$ cat src/rtl/pipe_pkg.sv
// Shared opcode constants, state encoding, PC-select encodings and decode helpers
// for the five-stage pipeline controller.
package pipe_pkg;

    localparam int REG_MAX_W = 32;

    localparam logic [5:0] OP_ADD = 6'b000000;
    localparam logic [5:0] OP_SUB = 6'b000001;
    localparam logic [5:0] OP_AND = 6'b000010;
    localparam logic [5:0] OP_OR  = 6'b000011;
    localparam logic [5:0] OP_XOR = 6'b000100;
    localparam logic [5:0] OP_SLT = 6'b000101;
    localparam logic [5:0] OP_SW  = 6'b010000;
    localparam logic [5:0] OP_LW  = 6'b010001;
    localparam logic [5:0] OP_BEQ = 6'b100000;
    localparam logic [5:0] OP_JMP = 6'b100001;
    localparam logic [5:0] OP_NOP = 6'b111111;

    typedef enum logic [1:0] {
        ST_RUN    = 2'd0,
        ST_HAZ    = 2'd1,
        ST_REDIR  = 2'd2,
        ST_FREEZE = 2'd3
    } state_e;

    localparam logic [1:0] PC_SEL_NPC = 2'b00;
    localparam logic [1:0] PC_SEL_BEQ = 2'b01;
    localparam logic [1:0] PC_SEL_JMP = 2'b10;

    function automatic logic is_alu(input logic [5:0] op);
        return (op[5:3] == 3'b000) && (op[2:0] <= 3'd5);
    endfunction

    function automatic logic reads_rs(input logic [5:0] op);
        return is_alu(op) || (op == OP_SW) || (op == OP_LW) || (op == OP_BEQ);
    endfunction

    function automatic logic reads_rt(input logic [5:0] op);
        return is_alu(op) || (op == OP_SW) || (op == OP_BEQ);
    endfunction

    // Non-writers report register 0, which never matches as a hazard.
    function automatic logic [REG_MAX_W-1:0] dest_of(input logic [5:0] op,
                                                     input logic [REG_MAX_W-1:0] rt,
                                                     input logic [REG_MAX_W-1:0] rd);
        if (is_alu(op)) begin
            return rd;
        end else if (op == OP_LW) begin
            return rt;
        end else begin
            return {REG_MAX_W{1'b0}};
        end
    endfunction

endpackage

$ cat src/rtl/pipe_ctrl_hazard_cmp.sv
// Combinational read-after-write check of the ID source registers against the
// destinations held in the EX and MEM shadow slots.
module hazard_cmp
    import pipe_pkg::*;
#(
    parameter int REG_AW = 5
) (
    input  logic [REG_AW-1:0] rs,
    input  logic [REG_AW-1:0] rt,
    input  logic              use_rs,
    input  logic              use_rt,
    input  logic              ex_v,
    input  logic [REG_AW-1:0] ex_dst,
    input  logic              mem_v,
    input  logic [REG_AW-1:0] mem_dst,
    output logic              hazard
);

    function automatic logic src_match(input logic              used,
                                       input logic [REG_AW-1:0] src,
                                       input logic              v,
                                       input logic [REG_AW-1:0] dst);
        return used && v && (src != {REG_AW{1'b0}}) && (src == dst);
    endfunction

    // Any used, non-zero source equal to a valid in-flight destination.
    always_comb begin
        hazard = src_match(use_rs, rs, ex_v,  ex_dst)  ||
                 src_match(use_rt, rt, ex_v,  ex_dst)  ||
                 src_match(use_rs, rs, mem_v, mem_dst) ||
                 src_match(use_rt, rt, mem_v, mem_dst);
    end

endmodule

$ cat src/rtl/pipe_ctrl.sv
// Five-stage pipeline hazard/sequencing controller: freeze > redirect > hazard > run.
// Optional saturating stall/flush counters are enabled with PIPE_CTRL_STATS_EN.
module pipe_ctrl
    import pipe_pkg::*;
#(
    parameter int REG_AW = 5,
    parameter int CNT_W  = 32
) (
    input  logic              clk,
    input  logic              rst,
    input  logic [5:0]        op_id,
    input  logic [REG_AW-1:0] rs_id,
    input  logic [REG_AW-1:0] rt_id,
    input  logic [REG_AW-1:0] rd_id,
    input  logic              ife_ex,
    input  logic              mem_wait,
    output logic              pc_we,
    output logic              ifid_we,
    output logic              ifid_flush,
    output logic              idex_bubble,
    output logic              exmem_we,
    output logic              memwb_we,
    output logic [1:0]        pc_sel,
    output logic [1:0]        state_o
`ifdef PIPE_CTRL_STATS_EN
    ,
    output logic [CNT_W-1:0]  stall_cnt,
    output logic [CNT_W-1:0]  flush_cnt
`endif
);

    logic              ex_v_r;
    logic [REG_AW-1:0] ex_dst_r;
    logic [5:0]        ex_op_r;
    logic              mem_v_r;
    logic [REG_AW-1:0] mem_dst_r;
    state_e            state_r;

    logic [REG_AW-1:0] id_dst_s;
    logic              hazard_s;
    logic              redirect_s;
    state_e            class_s;

    assign id_dst_s = REG_AW'(dest_of(op_id, REG_MAX_W'(rt_id), REG_MAX_W'(rd_id)));

    hazard_cmp #(
        .REG_AW (REG_AW)
    ) u_hazard_cmp (
        .rs      (rs_id),
        .rt      (rt_id),
        .use_rs  (reads_rs(op_id)),
        .use_rt  (reads_rt(op_id)),
        .ex_v    (ex_v_r),
        .ex_dst  (ex_dst_r),
        .mem_v   (mem_v_r),
        .mem_dst (mem_dst_r),
        .hazard  (hazard_s)
    );

    // Priority decision for this cycle; reset presents the run class.
    always_comb begin
        redirect_s = ex_v_r && ((ex_op_r == OP_JMP) || ((ex_op_r == OP_BEQ) && ife_ex));
        if (rst) begin
            class_s = ST_RUN;
        end else if (mem_wait) begin
            class_s = ST_FREEZE;
        end else if (redirect_s) begin
            class_s = ST_REDIR;
        end else if (hazard_s) begin
            class_s = ST_HAZ;
        end else begin
            class_s = ST_RUN;
        end
    end

    // Control outputs decoded from the chosen class.
    always_comb begin
        pc_we       = 1'b1;
        ifid_we     = 1'b1;
        ifid_flush  = 1'b0;
        idex_bubble = 1'b0;
        exmem_we    = 1'b1;
        memwb_we    = 1'b1;
        pc_sel      = PC_SEL_NPC;
        case (class_s)
            ST_FREEZE: begin
                pc_we    = 1'b0;
                ifid_we  = 1'b0;
                exmem_we = 1'b0;
                memwb_we = 1'b0;
            end
            ST_REDIR: begin
                ifid_flush  = 1'b1;
                idex_bubble = 1'b1;
                pc_sel      = (ex_op_r == OP_JMP) ? PC_SEL_JMP : PC_SEL_BEQ;
            end
            ST_HAZ: begin
                pc_we       = 1'b0;
                ifid_we     = 1'b0;
                idex_bubble = 1'b1;
            end
            default: begin
                pc_sel = PC_SEL_NPC;
            end
        endcase
    end

    // Shadow slots advance on every unfrozen edge; the state records the class.
    always_ff @(posedge clk or posedge rst) begin
        if (rst) begin
            ex_v_r    <= 1'b0;
            ex_dst_r  <= {REG_AW{1'b0}};
            ex_op_r   <= OP_NOP;
            mem_v_r   <= 1'b0;
            mem_dst_r <= {REG_AW{1'b0}};
            state_r   <= ST_RUN;
        end else begin
            state_r <= class_s;
            if (class_s != ST_FREEZE) begin
                mem_v_r   <= ex_v_r;
                mem_dst_r <= ex_dst_r;
                if (idex_bubble) begin
                    ex_v_r   <= 1'b0;
                    ex_dst_r <= {REG_AW{1'b0}};
                    ex_op_r  <= OP_NOP;
                end else begin
                    ex_v_r   <= 1'b1;
                    ex_dst_r <= id_dst_s;
                    ex_op_r  <= op_id;
                end
            end else begin
                mem_v_r <= mem_v_r;
                ex_v_r  <= ex_v_r;
            end
        end
    end

    assign state_o = state_r;

`ifdef PIPE_CTRL_STATS_EN
    // Saturating counters of hazard and redirect cycles.
    always_ff @(posedge clk or posedge rst) begin
        if (rst) begin
            stall_cnt <= {CNT_W{1'b0}};
            flush_cnt <= {CNT_W{1'b0}};
        end else begin
            if ((class_s == ST_HAZ) && (stall_cnt != {CNT_W{1'b1}})) begin
                stall_cnt <= stall_cnt + {{(CNT_W-1){1'b0}}, 1'b1};
            end else begin
                stall_cnt <= stall_cnt;
            end
            if ((class_s == ST_REDIR) && (flush_cnt != {CNT_W{1'b1}})) begin
                flush_cnt <= flush_cnt + {{(CNT_W-1){1'b0}}, 1'b1};
            end else begin
                flush_cnt <= flush_cnt;
            end
        end
    end
`else
    // Counter width only matters when statistics are built in.
    logic cnt_w_unused_s;
    assign cnt_w_unused_s = (CNT_W > 0);
`endif

endmodule

$ cat config.mk
export PLATFORM = sky130hd
export DESIGN_NAME = pipe_ctrl
export DESIGN_NICKNAME = d
export VERILOG_FILES = /design/src/rtl/pipe_pkg.sv /design/src/rtl/pipe_ctrl_hazard_cmp.sv /design/src/rtl/pipe_ctrl.sv
export SDC_FILE = /design/constraint.sdc
export NUM_CORES = 1
export LEC_CHECK = 0
export BUFFER_PORTS_ARGS = -buffer_cell sky130_fd_sc_hd__buf_2
export CORE_ASPECT_RATIO = 0.9
export CORE_MARGIN = 3
export CORE_UTILIZATION = 35
export CTS_BUF_LIST = sky130_fd_sc_hd__clkbuf_8
export DETAILED_ROUTE_END_ITERATION = 8
export GPL_ROUTABILITY_DRIVEN = 0
export GPL_TIMING_DRIVEN = 0
export HOLD_SLACK_MARGIN = 0.03
export PLACE_DENSITY = 0.67
export SYNTH_ARGS = -nofsm -noshare
export SYNTH_HDL_FRONTEND = slang
export SYNTH_SLANG_ARGS = --single-unit
$ cat constraint.sdc
create_clock -name clk -period 2.65 [get_ports clk]
set_input_delay 0.1325 -clock clk [delete_from_list [all_inputs] [get_ports clk]]
set_output_delay 0.1325 -clock clk [all_outputs]
set_load 0.01 [all_outputs]
* After elaboration in Yosys (flattened, before gate mapping)
Cells that the tools add are included.
** Word-level totals
- Input bits :: 25
- Bits in registers :: 20
** Cells by class
- Eq/ne operators :: 13
- Order comparisons :: 1
- Mux-type cells :: 15
- Reduce and logical (&&, ||, !) cells :: 28
** Operators by type and width (count)
- $eq 5x5->1 :: 4
- $eq 6x6->1 const B :: 3
- $logic_and 1x1->1 :: 15
- $mux 5 :: 3
- $eq 6x5->1 const B :: 2
- $mux 2 :: 5
- $reduce_bool 5->1 :: 2
- $logic_or 1x1->1 :: 8
- $mux 1 :: 6
- $mux 6 :: 1
- $eq 2x2->1 const B :: 2
- $reduce_or 2->1 :: 2
- $le 3x3->1 const B :: 1
- $logic_not 3->1 :: 1
- $eq 2x1->1 const B :: 1
- $ne 2x2->1 const B :: 1

* Depth between registers and ports, before layout
- Depth after elaboration :: 19
- Gate-level depth with buffers :: 10
- Gate-level depth less buffers :: 9

* Modules after synthesis
A second synthesis with hierarchy kept.
** Second synthesis, totals
- Cell total of the unflattened synthesis :: 121
- Area total of the unflattened synthesis :: 1243.7 um^2
** By module, submodules not included
- pipe_ctrl :: times used 1, cells an instance 88, area an instance 982.2 um^2
- hazard_cmp :: times used 1, cells an instance 33, area an instance 261.5 um^2

* Worst setup path before layout
Ideal clock, no wire load.
- Kind :: reg2reg
- Start point :: reg ex_op_r[4]
- End point :: reg ex_op_r[0]
- Required time :: 2.575 ns
- Path buffers :: 2
- Cell stages (with the launch flop) :: 10
- Slack :: 0.575 ns
- Arrival :: 2.000 ns
- Setup time :: 0.075 ns
- Cells stage by stage :: dfstp_2 -> or3_4 -> nor3_2 -> nor2_1 -> nor2_1 -> ha_1 -> buf_2 -> clkbuf_1 -> nor2_1 -> a2bb2oi_1
** Between the ends
- Cells in the longest elaborated chain, start to end :: 11
- Elaborated cells between the ends (all ways) :: 14
** RTL lines
- start, declared :: line pipe_ctrl.sv:34 : logic [5:0] ex_op_r;
- start signal, assigned :: line pipe_ctrl.sv:129 : ex_op_r <= op_id;
- $eq 6x6->1 :: line pipe_ctrl.sv:62 : redirect_s = ex_v_r && ((ex_op_r == OP_JMP) || ((ex_op_r == OP_BEQ) && ife_ex));
- $logic_and 1x1->1 :: line pipe_ctrl.sv:62
- $logic_or 1x1->1 * :: line pipe_ctrl.sv:62
- $logic_and 1x1->1 * :: line pipe_ctrl.sv:62
- $mux 2 * :: line pipe_ctrl.sv:67 : end else if (redirect_s) begin
- $mux 2 * :: line pipe_ctrl.sv:65 : end else if (mem_wait) begin
- $mux 2 * :: line pipe_ctrl.sv:63 : if (rst) begin
- net class_s[1] :: line pipe_ctrl.sv:42 : state_e class_s;
- $eq 2x2->1 or $eq 2x1->1 (tied branches) :: line pipe_ctrl.sv:85 : case (class_s)
- $reduce_or 2->1 (no source line)
- $mux 1 :: line pipe_ctrl.sv:85
- $mux 6 :: line pipe_ctrl.sv:122 : if (idex_bubble) begin
The timed path passes the listed nets; every way through them passes the cells marked *.
A chain may end at the register's enable or synchronous reset.

* Worst setup path after layout
- Start point :: reg ex_op_r[4]
- End point :: out memwb_we
** Between the ends
- Cells in the longest elaborated chain, start to end :: 9
- Elaborated cells between the ends (all ways) :: 10
** RTL lines
- $eq 6x6->1 :: line pipe_ctrl.sv:62
- $logic_and 1x1->1 :: line pipe_ctrl.sv:62
- $logic_or 1x1->1 * :: line pipe_ctrl.sv:62
- $logic_and 1x1->1 * :: line pipe_ctrl.sv:62
- $mux 2 * :: line pipe_ctrl.sv:67
- $mux 2 * :: line pipe_ctrl.sv:65
- $mux 2 * :: line pipe_ctrl.sv:63
- net class_s[0] :: line pipe_ctrl.sv:42
- $eq 2x2->1 * :: line pipe_ctrl.sv:85
- $mux 1 * :: line pipe_ctrl.sv:85
- end, declared :: line pipe_ctrl.sv:22 : output logic memwb_we,
Marked as above.

==> flow_metrics.env <==
export IMPL_status="finished, final reports clean"
export IMPL_synth_area_leaders="dfrtp_1 28%, xnor2_1 14%, dfstp_2 12%, mux2_1 5.4%, nor2_1 4.2%"
export IMPL_crit_path_start_kind="flip-flop"
export IMPL_endpoint_kind="primary output"
export IMPL_track_usage_pct=14.65
export IMPL_place_ws_ps=225.8
export IMPL_fp_dieArea_mm2=0.004364
export IMPL_post_cts_buffers=0
export IMPL_synthDominantCellAreaShare_pct=27.75
export IMPL_clk_insertion_delay_late_ps=260
export IMPL_ant_nets=0
export IMPL_irDropWorstVdd_uv=205.7
export IMPL_power_clock_fraction_pct=39.1
export IMPL_drt_iter0_markers=28
export IMPL_diodes=0
export IMPL_place_area_mm2=0.001488
export IMPL_synth_top_area_cell="dfrtp_1"
export IMPL_wire_per_inst_um=14.70
export IMPL_drt_total_wl_um=3058
export IMPL_finalPower_uw=794.8
export IMPL_core_mm2=0.003428
export IMPL_critical_path_cell_chain="or3_4, nor3_4, nor2_1, o2111ai_2, nand3_1, ha_1, clkbuf_4, inv_2, buf_4, buf_2"
export IMPL_firstDrtPassIters=5
export IMPL_grt_antenna_before_repair=0
export IMPL_ys_ff_latch=20
export IMPL_h_tree_depth=1
export IMPL_synth_most_common_cell="xnor2_1"
export IMPL_async_flop_share_pct=100.0
export IMPL_max_slew_margin_pct=48.38
export IMPL_switchingPower_uw=200.4
export IMPL_post_dp_hpwl_um=2372
export IMPL_holdBufCountCts=0
export IMPL_worst_ep_required_time_ps=2520
export IMPL_dp_cells=205
export IMPL_numClockSinks=20
export IMPL_numCtsBuffers=3
export IMPL_die_w_um=69.31
export IMPL_drive_gt1_share_pct=33.54
export IMPL_io_buffers=34
export IMPL_period_share_pct=94.90
export IMPL_critical_path_buf_inv_count=4
export IMPL_setup_ws_ps=135.2
export IMPL_synth_edf_count=0
export IMPL_grt_pass1_wl_um=5230
export IMPL_drcViolationCount=0
export IMPL_cts_tree="done"
export IMPL_drv_cap=0
export IMPL_vias_per_cell=5.264
export IMPL_ys_warn_count=0
export IMPL_worst_pin_slew_ps=773.4
export IMPL_seq_area_frac_synth_pct=40.24
export IMPL_syn_nets=155
export IMPL_nNetsFinal=193
export IMPL_hold_ws_ps=33.14
export IMPL_skew_ps=1.925
export IMPL_slowest_stage="or3_4"
export IMPL_syn_area_mm2=0.001262
export IMPL_stdcell_area_mm2=0.001564
export IMPL_grt_remaining_overflow=0
export IMPL_max_freq_ghz=0.3976
export IMPL_num_io_pins=35
export IMPL_cts_root_buf="clkbuf_8"
export IMPL_setup_viol=0
export IMPL_ys_flop_type="dfrtp_1"
export IMPL_combinationalPowerShare_pct=17.2
export IMPL_leakage_nw=0.6730
export IMPL_crit_path_max_fanout=10
export IMPL_path_class="flip-flop to primary output"
export IMPL_hold_class="primary input to async pin"
export IMPL_die_h_um=62.98
export IMPL_via_count=1095
export IMPL_setup_tns_ps=0
export IMPL_fin_crit_ps=2515
export IMPL_seqPwrFrac_pct=43.7
export IMPL_initial_core_util_pct=36.82
export IMPL_avgSynthCellArea_um2=9.941
export IMPL_arrival_ps=2380
export IMPL_critPathMaxStageDelay_ps=400
export IMPL_rows=20
export IMPL_p_sw_share_pct=25.21
export IMPL_crit_family="simple AND/OR/NAND/NOR gates"
export IMPL_clock_path_buffers=2
export IMPL_syn2layout_area_growth_pct=23.89
export IMPL_final_core_util_pct=45.62
export IMPL_first_global_vias=1158
export IMPL_synth_cell_types=31
export IMPL_clkTransAtPathRegs_ps=80
export IMPL_final_hold_violation_count=0
export IMPL_slew_violations=0
export IMPL_stdcell_count=208
export IMPL_syn_inst=127
export IMPL_synth_common_cells="20 x xnor2_1, 14 x dfrtp_1, 14 x nor2_1, 13 x nand2_1, 7 x o21ai_1"
export IMPL_grt_max_degree=22
export IMPL_p_int_uw=594.4
export IMPL_power_density_mw_per_mm2=508.2
placed cells by master (no fill, tap or decap), types with 2 or more instances in the layout:
cell | synthesis | layout
buf_2 | 1 | 34
xnor2_1 | 20 | 20
nor2_1 | 14 | 14
dfrtp_1 | 14 | 14
nand2_1 | 13 | 13
o21ai_1 | 7 | 7
a2bb2oi_1 | 6 | 6
mux2_1 | 6 | 6
dfstp_2 | 6 | 6
a22oi_1 | 5 | 5
nand4_1 | 4 | 4
and3_1 | 3 | 3
ha_1 | 3 | 3
clkbuf_8 | 0 | 3
nand3_1 | 2 | 2
inv_1 | 2 | 2
o22ai_1 | 2 | 2
nor3_1 | 2 | 2
buf_4 | 2 | 2
cell families after synthesis:
logic type | Yosys count | share of synthesized area [%]
adders and majority gates | 3 | 2.974
DFF | 20 | 40.24
buffers and inverters | 8 | 3.072
AOI/OAI and AO/OA | 25 | 16.45
and+or+nand+nor | 45 | 18.04
muxes | 6 | 5.351
xor gates and xnor gates | 20 | 13.88
layer usage:
metal / track usage, % / share of wire, % / up-vias
met3: 2.251 / 3.0 / 5
met5: 0 / 0 / -
met4: 5.854 / 1.4 / 0
li1: - / - / 529
met2: 25.71 / 51 / 23
met1: 17.84 / 44 / 538
worst reg2reg max path, delay by kind of cell, from the launching register on:
kind / cells / cell delay (ps)
AOI/OAI and AO/OA: 1 / 150
adders and majority gates: 1 / 200
buffers and inverters: 2 / 590
DFF: 1 / 380
and+or+nand+nor: 5 / 1010
worst paths after layout:
kind                                        start                       end  slack (ps)  cells after the start
setup / recovery           ex_op_r[4]$_DFFE_PP1P_                  memwb_we         140                     10
hold / removal                                rst  mem_dst_r[1]$_DFFE_PP0P_          30                      2
setup reg to reg           ex_op_r[4]$_DFFE_PP1P_    ex_op_r[5]$_DFFE_PP1P_         270                      9
hold reg to reg            ex_op_r[1]$_DFFE_PP1P_    ex_op_r[1]$_DFFE_PP1P_         490                      1
max in group asynchronous                     rst   ex_dst_r[2]$_DFFE_PP0P_        2130                      2
min in group clk                              rst      state_o[1]$_DFF_PP0_         120                      2
layout make-up:
type                    count  area (um2)
inverters                   3       11.26
multi-input cells          99       721.9
flip-flops and latches     20       508.0
repair buffers             34       170.2
clock inverters             1       30.03
well taps                  44       55.05
plain buffers               4       26.28
fillers                   324        1864
clock buffers               3       41.29
flip-flops by register name, indices dropped and copies added (netlist names):
register   flops
state_o        2
ex_op_r        6
mem_dst_r      5
ex_dst_r       5
mem_v_r        1
ex_v_r         1
power by group through the flow:
| stage | registers, mW | clock network, mW | logic [mW] |
|---|---|---|---|
| floorplan | 0.348 | 0 | 0.0809 |
| global placement | 0.351 | 0 | 0.132 |
| detailed placement | 0.353 | 0 | 0.136 |
| CTS | 0.347 | 0.318 | 0.137 |
| global route | 0.349 | 0.327 | 0.153 |
| finish | 0.347 | 0.311 | 0.137 |
what timing repair did:
item                                   CTS  global route
gates resized for setup                  0             2
setup endpoints to repair                0             2
endpoints found under the hold margin    0             0
No activity file was read; power rests on OpenSTA's default activity.
